`src/rtl/fifo_rr_drain_sched_if.sv`:
```
// Bus bundle between the round-robin drain scheduler, its fifo bank and the
// downstream consumer. master = scheduler side, slave = fifos/consumer side.
interface fifo_rr_drain_sched_if #(
    parameter int DATA_WIDTH = 128,
    parameter int N_QUEUES   = 4
);
    localparam int QW = (N_QUEUES > 1) ? $clog2(N_QUEUES) : 1;

    logic [N_QUEUES-1:0]            fifo_mty;
    logic [N_QUEUES-1:0]            fifo_almost_full;
    logic [N_QUEUES*DATA_WIDTH-1:0] fifo_q;
    logic [N_QUEUES-1:0]            fifo_rd;
    logic                           out_valid;
    logic                           out_ready;
    logic [DATA_WIDTH-1:0]          out_data;
    logic [QW-1:0]                  out_qid;
    logic                           busy;

    modport master (
        input  fifo_mty, fifo_almost_full, fifo_q, out_ready,
        output fifo_rd, out_valid, out_data, out_qid, busy
    );

    modport slave (
        output fifo_mty, fifo_almost_full, fifo_q, out_ready,
        input  fifo_rd, out_valid, out_data, out_qid, busy
    );
endinterface

```
`src/rtl/fifo_rr_drain_sched.sv`:
```
// Round-robin drain of N fifos into one valid/ready stream, with optional
// almost_full priority and a 2-entry skid absorbing the fifo read latency.
module fifo_rr_drain_sched #(
    parameter int DATA_WIDTH = 128,
    parameter int N_QUEUES   = 4,
    parameter int BURST_MAX  = 4,
    parameter int PRIO_AF    = 1
) (
    input  logic                   clk,
    input  logic                   arst,
    input  logic                   srst,
    fifo_rr_drain_sched_if.master  bus
);
    localparam int QW = (N_QUEUES > 1) ? $clog2(N_QUEUES) : 1;
    localparam int BW = $clog2(BURST_MAX + 1);
    localparam logic [QW-1:0] LAST_Q    = QW'(N_QUEUES - 1);
    localparam logic [BW-1:0] BURST_LIM = BW'(BURST_MAX);

    localparam logic [1:0] IDLE = 2'd0;
    localparam logic [1:0] READ = 2'd1;
    localparam logic [1:0] WAIT = 2'd2;

    logic [1:0]    state_reg, state_next;
    logic [QW-1:0] grant_reg, grant_next;
    logic [QW-1:0] rr_ptr_reg, rr_ptr_next;
    logic [BW-1:0] burst_cnt_reg, burst_cnt_next;

    logic [DATA_WIDTH-1:0] skid_data_reg [2];
    logic [QW-1:0]         skid_qid_reg  [2];
    logic                  wr_ptr_reg, rd_ptr_reg;
    logic [1:0]            count_reg;

    logic [N_QUEUES-1:0] eligible, af_eligible, grant_onehot, rd_vec;
    logic [QW-1:0]       rr_win, af_win, win, grant_inc;
    logic                any_elig, any_af, grant_mty, grant_af;
    logic                preempt, rd_ok, push, pop;

    assign eligible    = ~bus.fifo_mty;
    assign af_eligible = eligible & bus.fifo_almost_full;

    // Scan from rr_ptr upward with wrap; lowest offset wins.
    always_comb begin : pick_winner
        int idx;
        idx      = 0;
        rr_win   = '0;
        af_win   = '0;
        any_elig = 1'b0;
        any_af   = 1'b0;
        for (int k = N_QUEUES - 1; k >= 0; k--) begin
            idx = int'(rr_ptr_reg) + k;
            if (idx >= N_QUEUES) idx = idx - N_QUEUES;
            if (eligible[idx]) begin
                rr_win   = QW'(idx);
                any_elig = 1'b1;
            end
            if (af_eligible[idx]) begin
                af_win = QW'(idx);
                any_af = 1'b1;
            end
        end
    end

    genvar gi;
    generate
        for (gi = 0; gi < N_QUEUES; gi++) begin : g_onehot
            assign grant_onehot[gi] = (grant_reg == QW'(gi));
        end
    endgenerate

    assign win       = ((PRIO_AF != 0) && any_af) ? af_win : rr_win;
    assign grant_mty = |(bus.fifo_mty & grant_onehot);
    assign grant_af  = |(bus.fifo_almost_full & grant_onehot);
    assign grant_inc = (grant_reg == LAST_Q) ? '0 : grant_reg + 1'b1;
    assign preempt   = (PRIO_AF != 0) && (|(af_eligible & ~grant_onehot)) && !grant_af;

    assign pop  = (count_reg != 2'd0) && bus.out_ready;
    assign push = (state_reg == WAIT);
    // Only read when the skid is sure to have room for the word next cycle.
    assign rd_ok  = (state_reg == READ) && !grant_mty && ((count_reg - {1'b0, pop}) <= 2'd1);
    assign rd_vec = rd_ok ? grant_onehot : '0;

    always_comb begin
        state_next     = state_reg;
        grant_next     = grant_reg;
        rr_ptr_next    = rr_ptr_reg;
        burst_cnt_next = burst_cnt_reg;
        case (state_reg)
            IDLE: begin
                if (any_elig) begin
                    grant_next     = win;
                    burst_cnt_next = '0;
                    state_next     = READ;
                end
            end
            READ: begin
                if (rd_ok) begin
                    burst_cnt_next = burst_cnt_reg + 1'b1;
                    state_next     = WAIT;
                end else if (grant_mty) begin
                    rr_ptr_next = grant_inc;
                    state_next  = IDLE;
                end
            end
            WAIT: begin
                if ((burst_cnt_reg < BURST_LIM) && !grant_mty && !preempt) begin
                    state_next = READ;
                end else begin
                    rr_ptr_next = grant_inc;
                    state_next  = IDLE;
                end
            end
            default: state_next = IDLE;
        endcase
    end

    always_ff @(posedge clk or posedge arst) begin
        if (arst) begin
            state_reg     <= IDLE;
            grant_reg     <= '0;
            rr_ptr_reg    <= '0;
            burst_cnt_reg <= '0;
            wr_ptr_reg    <= 1'b0;
            rd_ptr_reg    <= 1'b0;
            count_reg     <= 2'd0;
        end else if (srst) begin
            state_reg     <= IDLE;
            grant_reg     <= '0;
            rr_ptr_reg    <= '0;
            burst_cnt_reg <= '0;
            wr_ptr_reg    <= 1'b0;
            rd_ptr_reg    <= 1'b0;
            count_reg     <= 2'd0;
        end else begin
            state_reg     <= state_next;
            grant_reg     <= grant_next;
            rr_ptr_reg    <= rr_ptr_next;
            burst_cnt_reg <= burst_cnt_next;
            if (push) wr_ptr_reg <= ~wr_ptr_reg;
            if (pop)  rd_ptr_reg <= ~rd_ptr_reg;
            count_reg <= count_reg + {1'b0, push} - {1'b0, pop};
        end
    end

    // Skid entries are cleared on reset so out_data/out_qid read back zero.
    generate
        for (gi = 0; gi < 2; gi++) begin : g_skid
            always_ff @(posedge clk or posedge arst) begin
                if (arst) begin
                    skid_data_reg[gi] <= '0;
                    skid_qid_reg[gi]  <= '0;
                end else if (srst) begin
                    skid_data_reg[gi] <= '0;
                    skid_qid_reg[gi]  <= '0;
                end else if (push && (wr_ptr_reg == 1'(gi))) begin
                    skid_data_reg[gi] <= bus.fifo_q[int'(grant_reg)*DATA_WIDTH +: DATA_WIDTH];
                    skid_qid_reg[gi]  <= grant_reg;
                end
            end
        end
    endgenerate

    assign bus.fifo_rd   = rd_vec;
    assign bus.out_valid = (count_reg != 2'd0);
    assign bus.out_data  = skid_data_reg[rd_ptr_reg];
    assign bus.out_qid   = skid_qid_reg[rd_ptr_reg];
    assign bus.busy      = (state_reg != IDLE) || (count_reg != 2'd0);
endmodule

```
`src/flat_wrapper.sv`:
```
// flat-port wrapper written by rule: the top's interface ports become plain ports
module fifo_rr_drain_sched_flat 
#(
    parameter int DATA_WIDTH = 128,
    parameter int N_QUEUES   = 4,
    parameter int BURST_MAX  = 4,
    parameter int PRIO_AF    = 1
)
  (clk, arst, srst, bus_fifo_mty, bus_fifo_almost_full, bus_fifo_q, bus_out_ready, bus_fifo_rd, bus_out_valid, bus_out_data, bus_out_qid, bus_busy);
  fifo_rr_drain_sched_if #(.DATA_WIDTH(DATA_WIDTH), .N_QUEUES(N_QUEUES)) bus_i ();
  input  logic clk;
  input  logic arst;
  input  logic srst;
  input wire logic [$bits(bus_i.fifo_mty)-1:0] bus_fifo_mty;
  input wire logic [$bits(bus_i.fifo_almost_full)-1:0] bus_fifo_almost_full;
  input wire logic [$bits(bus_i.fifo_q)-1:0] bus_fifo_q;
  input wire logic [$bits(bus_i.out_ready)-1:0] bus_out_ready;
  output wire logic [$bits(bus_i.fifo_rd)-1:0] bus_fifo_rd;
  output wire logic [$bits(bus_i.out_valid)-1:0] bus_out_valid;
  output wire logic [$bits(bus_i.out_data)-1:0] bus_out_data;
  output wire logic [$bits(bus_i.out_qid)-1:0] bus_out_qid;
  output wire logic [$bits(bus_i.busy)-1:0] bus_busy;
  assign bus_i.fifo_mty = bus_fifo_mty;
  assign bus_i.fifo_almost_full = bus_fifo_almost_full;
  assign bus_i.fifo_q = bus_fifo_q;
  assign bus_i.out_ready = bus_out_ready;
  assign bus_fifo_rd = bus_i.fifo_rd;
  assign bus_out_valid = bus_i.out_valid;
  assign bus_out_data = bus_i.out_data;
  assign bus_out_qid = bus_i.out_qid;
  assign bus_busy = bus_i.busy;
  fifo_rr_drain_sched #(.DATA_WIDTH(DATA_WIDTH), .N_QUEUES(N_QUEUES), .BURST_MAX(BURST_MAX), .PRIO_AF(PRIO_AF)) u_core (.clk(clk), .arst(arst), .srst(srst), .bus(bus_i));
endmodule
```
`config.mk`:
```
export PLATFORM = sky130hd
export DESIGN_NAME = fifo_rr_drain_sched_flat
export DESIGN_NICKNAME = d
export VERILOG_FILES = /design/src/rtl/fifo_rr_drain_sched_if.sv /design/src/rtl/fifo_rr_drain_sched.sv /design/src/flat_wrapper.sv
export SDC_FILE = /design/constraint.sdc
export NUM_CORES = 1
export LEC_CHECK = 0
export CORE_AREA = 2 2 255 257
export DETAILED_ROUTE_END_ITERATION = 12
export DIE_AREA = 0 0 257 259
export DONT_BUFFER_PORTS = 1
export GPL_ROUTABILITY_DRIVEN = 0
export PLACE_DENSITY = 0.47
export SYNTH_ARGS = -nofsm -noshare
export SYNTH_HDL_FRONTEND = slang
export SYNTH_SLANG_ARGS = --single-unit
```
`constraint.sdc`:
```
create_clock -name clk -period 11.1 [get_ports clk]
set_input_delay 1.11 -clock clk [delete_from_list [all_inputs] [get_ports clk]]
set_output_delay 1.11 -clock clk [all_outputs]
set_load 0.02 [all_outputs]
```
==> flow_metrics.env <==
export IMPL_outcome="finished, final reports clean"
export IMPL_seq_power_share=0.343
export IMPL_post_cts_resized=0
export IMPL_largest_reg_flops=256
export IMPL_synth_cell_area_mm2=0.0152
export IMPL_ys_seq_area_frac=0.449
export IMPL_ir_drop_mv=0.0874
export IMPL_internal_power_mw=2.37
export IMPL_critical_path_startpoint_type="flop"
export IMPL_setup_worst_path_start="u_core.grant_reg[1]"
export IMPL_synthesis_area_per_instance_um2=11.7
export IMPL_synthFlopType="dfrtp_1"
export IMPL_cts_made_buffers=35
export IMPL_grt_start_max_net_pins=154
export IMPL_globalRouteOverflowTotal=0
export IMPL_quantity_of_hold_fixing_buffers_added_after_cts=0
export IMPL_clock_latency_ps=520
export IMPL_synthesized_flop_and_latch_total=273
export IMPL_grt_setup_unrepaired="no"
export IMPL_critical_path_n_buffers_inverters=1
export IMPL_p_sw_mw=1.27
export IMPL_clock_power_share=0.323
export IMPL_drt_wirelength_per_cell_um=24.9
export IMPL_first_global_vias=11515
export IMPL_cp_data_arrival_time_ps=3210
export IMPL_floorplan_initialDensity=0.238
export IMPL_timing_final_crit_period_ps=4320
export IMPL_crit_family="flip-flops"
export IMPL_yosysWarnings=0
export IMPL_cp_cell_sequence="inv_1, ha_1, a22oi_1, nand3b_1, nor3_1"
export IMPL_detailroute_via_count=10985
export IMPL_floorplan_die_height_um=259
export IMPL_core_region_area_mm2=0.0639
export IMPL_report_final_slew_viol_count=0
export IMPL_groute_usage_overall=0.150
export IMPL_grt_antenna_before_repair=11
export IMPL_critPathKind="flop to output pin"
export IMPL_cts_tree="done"
export IMPL_iter_0_drt_violations=814
export IMPL_clk_root_buffer_cell="clkbuf_16"
export IMPL_final_cell_mix="270 x dfrtp_1, 269 x nand2_1, 135 x a21oi_1"
export IMPL_leakagePower_nw=6.72
export IMPL_combinational_power_share=0.335
export IMPL_tritoncts_num_sinks=273
export IMPL_detail_route_antenna_nets=0
export IMPL_max_clock_freq_ghz=0.232
export IMPL_switching_fraction=0.349
export IMPL_tightest_slew_ps=1120
export IMPL_period_share=0.389
export IMPL_end_kind="output pin"
export IMPL_drv_cap=0
export IMPL_power_density_mw_per_mm2=212
export IMPL_top_level_ports=660
export IMPL_nets=1760
export IMPL_final_hold_viol_count=0
export IMPL_worst_hold_path_type="flop to flop"
export IMPL_finalPower_mw=3.64
export IMPL_finalClockSkew_ps=9.30
export IMPL_cts_setup_buffers=0
export IMPL_worst_path_slowest_cell="dfrtp_4"
export IMPL_place_detailed_hpwl_mm=36.0
export IMPL_grt_pass1_wl_mm=76.8
export IMPL_path_clk_slew_ps=60
export IMPL_cts_root_to_sink_buffers=3
export IMPL_max_slew_margin=0.256
export IMPL_worst_r2r_startpoint="u_core.grant_reg[1]"
export IMPL_hold_path_startpoint="u_core.skid_qid_reg[3]"
export IMPL_slowest_delay_ps=920
export IMPL_number_of_levels_the_h_tree_was_split_into=2
export IMPL_viasPerCell=5.20
export IMPL_critical_path_peak_fanout=60
export IMPL_ys_types=45
export IMPL_final_common_cell="dfrtp_1"
export IMPL_io_buffer_count=0
export IMPL_synth_fp_nets=1830
export IMPL_die_width_um=257
export IMPL_fp_dieArea_mm2=0.0666
export IMPL_finalWirelength_mm=52.6
export IMPL_syn_instance_count=1298
export IMPL_asyncSetResetFlopFracSynth=1.00
export IMPL_post_route_drc_count=0
export IMPL_finalSetupViolations=0
export IMPL_synth_edff_count=0
export IMPL_critPathRequiredTime_ps=9990
export IMPL_floorplan_rows=93
export IMPL_drt_pass1_iter_count=4
export IMPL_setup_tns_after_final_layout_ps=0
export IMPL_area_growth_synth_to_final_pct=12.8
export IMPL_final_layout_size_suffix_gt1_frac=0.271
-- per-stage QoR --
step                setup WS [ps]  utilization  instances  hold WS [ps]  cell area (um^2)
detailed placement           7260        0.250       2046           471             16000
floorplan                    2470            -       1298           445             15200
global route                 6520        0.269       2111           513             17200
finish                       6780        0.269       2113           481             17200
CTS                          6660        0.268       2107           483             17100
global placement             7320        0.250       2046           462             16000
-- cell families after synthesis --
group,after synthesis,share of synthesized area
and+or+nand+nor,322,0.0860
AOI/OAI and AO/OA,293,0.132
DFF,273,0.449
muxes,262,0.288
buffers and inverters,135,0.0352
adders and majority gates,8,0.00658
xor gates and xnor gates,5,0.00288
-- cells in the mapped netlist, types with 2 or more instances --
cell / count / area (um^2)
ha_1: 8 / 100
nand2_1: 270 / 1010
buf_2: 23 / 115
o21ai_1: 2 / 10.0
nor2b_1: 7 / 43.8
nor3b_1: 3 / 22.5
and2_1: 6 / 37.5
o21ai_0: 4 / 20.0
a211oi_1: 5 / 37.5
mux2i_1: 4 / 40.0
nand2b_1: 5 / 31.3
nor3_1: 2 / 10.0
o31ai_1: 2 / 15.0
mux4_2: 128 / 2880
buf_1: 17 / 63.8
nand3b_1: 2 / 15.0
o22ai_1: 3 / 18.8
a22oi_1: 4 / 30.0
nor2b_2: 2 / 17.5
clkbuf_1: 80 / 300
mux2_2: 130 / 1460
dfrtp_1: 273 / 6830
nor2_1: 18 / 67.6
inv_1: 14 / 52.6
a22o_1: 128 / 1120
xnor2_1: 4 / 35.0
a21oi_1: 135 / 676
nand3_1: 2 / 10.0
-- layer usage --
| layer | vias to the layer above | share of wire | GRT usage |
|---|---|---|---|
| met5 | - | 0.00068 | 0 |
| met4 | 6 | 0.024 | 0.0418 |
| met3 | 80 | 0.075 | 0.0400 |
| met2 | 530 | 0.51 | 0.260 |
| met1 | 5690 | 0.39 | 0.185 |
| li1 | 4679 | - | - |
-- worst paths after layout --
kind,end,cells after the start,slack [ps]
worst max-delay path,bus_fifo_rd[0],5,6780
worst min-delay path,u_core.skid_qid_reg[3],2,480
worst max register to register,u_core.burst_cnt_reg[0],7,8200
worst min register to register,u_core.skid_qid_reg[3],2,480
max in group asynchronous,u_core.skid_data_reg[80],2,9040
min in group asynchronous,u_core.skid_data_reg[162],1,520
-- tightest hold or removal path: stages, from the launching register on --
cell and delay [ps]:
dfrtp_1 340, nand2_1 50, o31ai_1 50
-- area by class of cell --
type	instances	area, um^2
diodes	6	15.0
clock buffers	50	1040
clock inverters	11	139
fillers	6643	46700
inverters	15	63.8
multi-input cells	890	7880
flip-flops and latches	273	6840
well taps	855	1070
repair buffers	13	110
-- power groups by stage --
stage | Clock (mW) | Sequential (mW) | Combinational [mW]
2_1_floorplan | 0 | 1.18 | 1.05
5_1_grt | 1.25 | 1.27 | 1.29
3_5_place_dp | 0 | 1.26 | 1.23
4_1_cts | 1.22 | 1.25 | 1.24
6_report | 1.17 | 1.25 | 1.22
3_3_place_gp | 0 | 1.26 | 1.22
No activity file was read; power rests on OpenSTA's default activity.
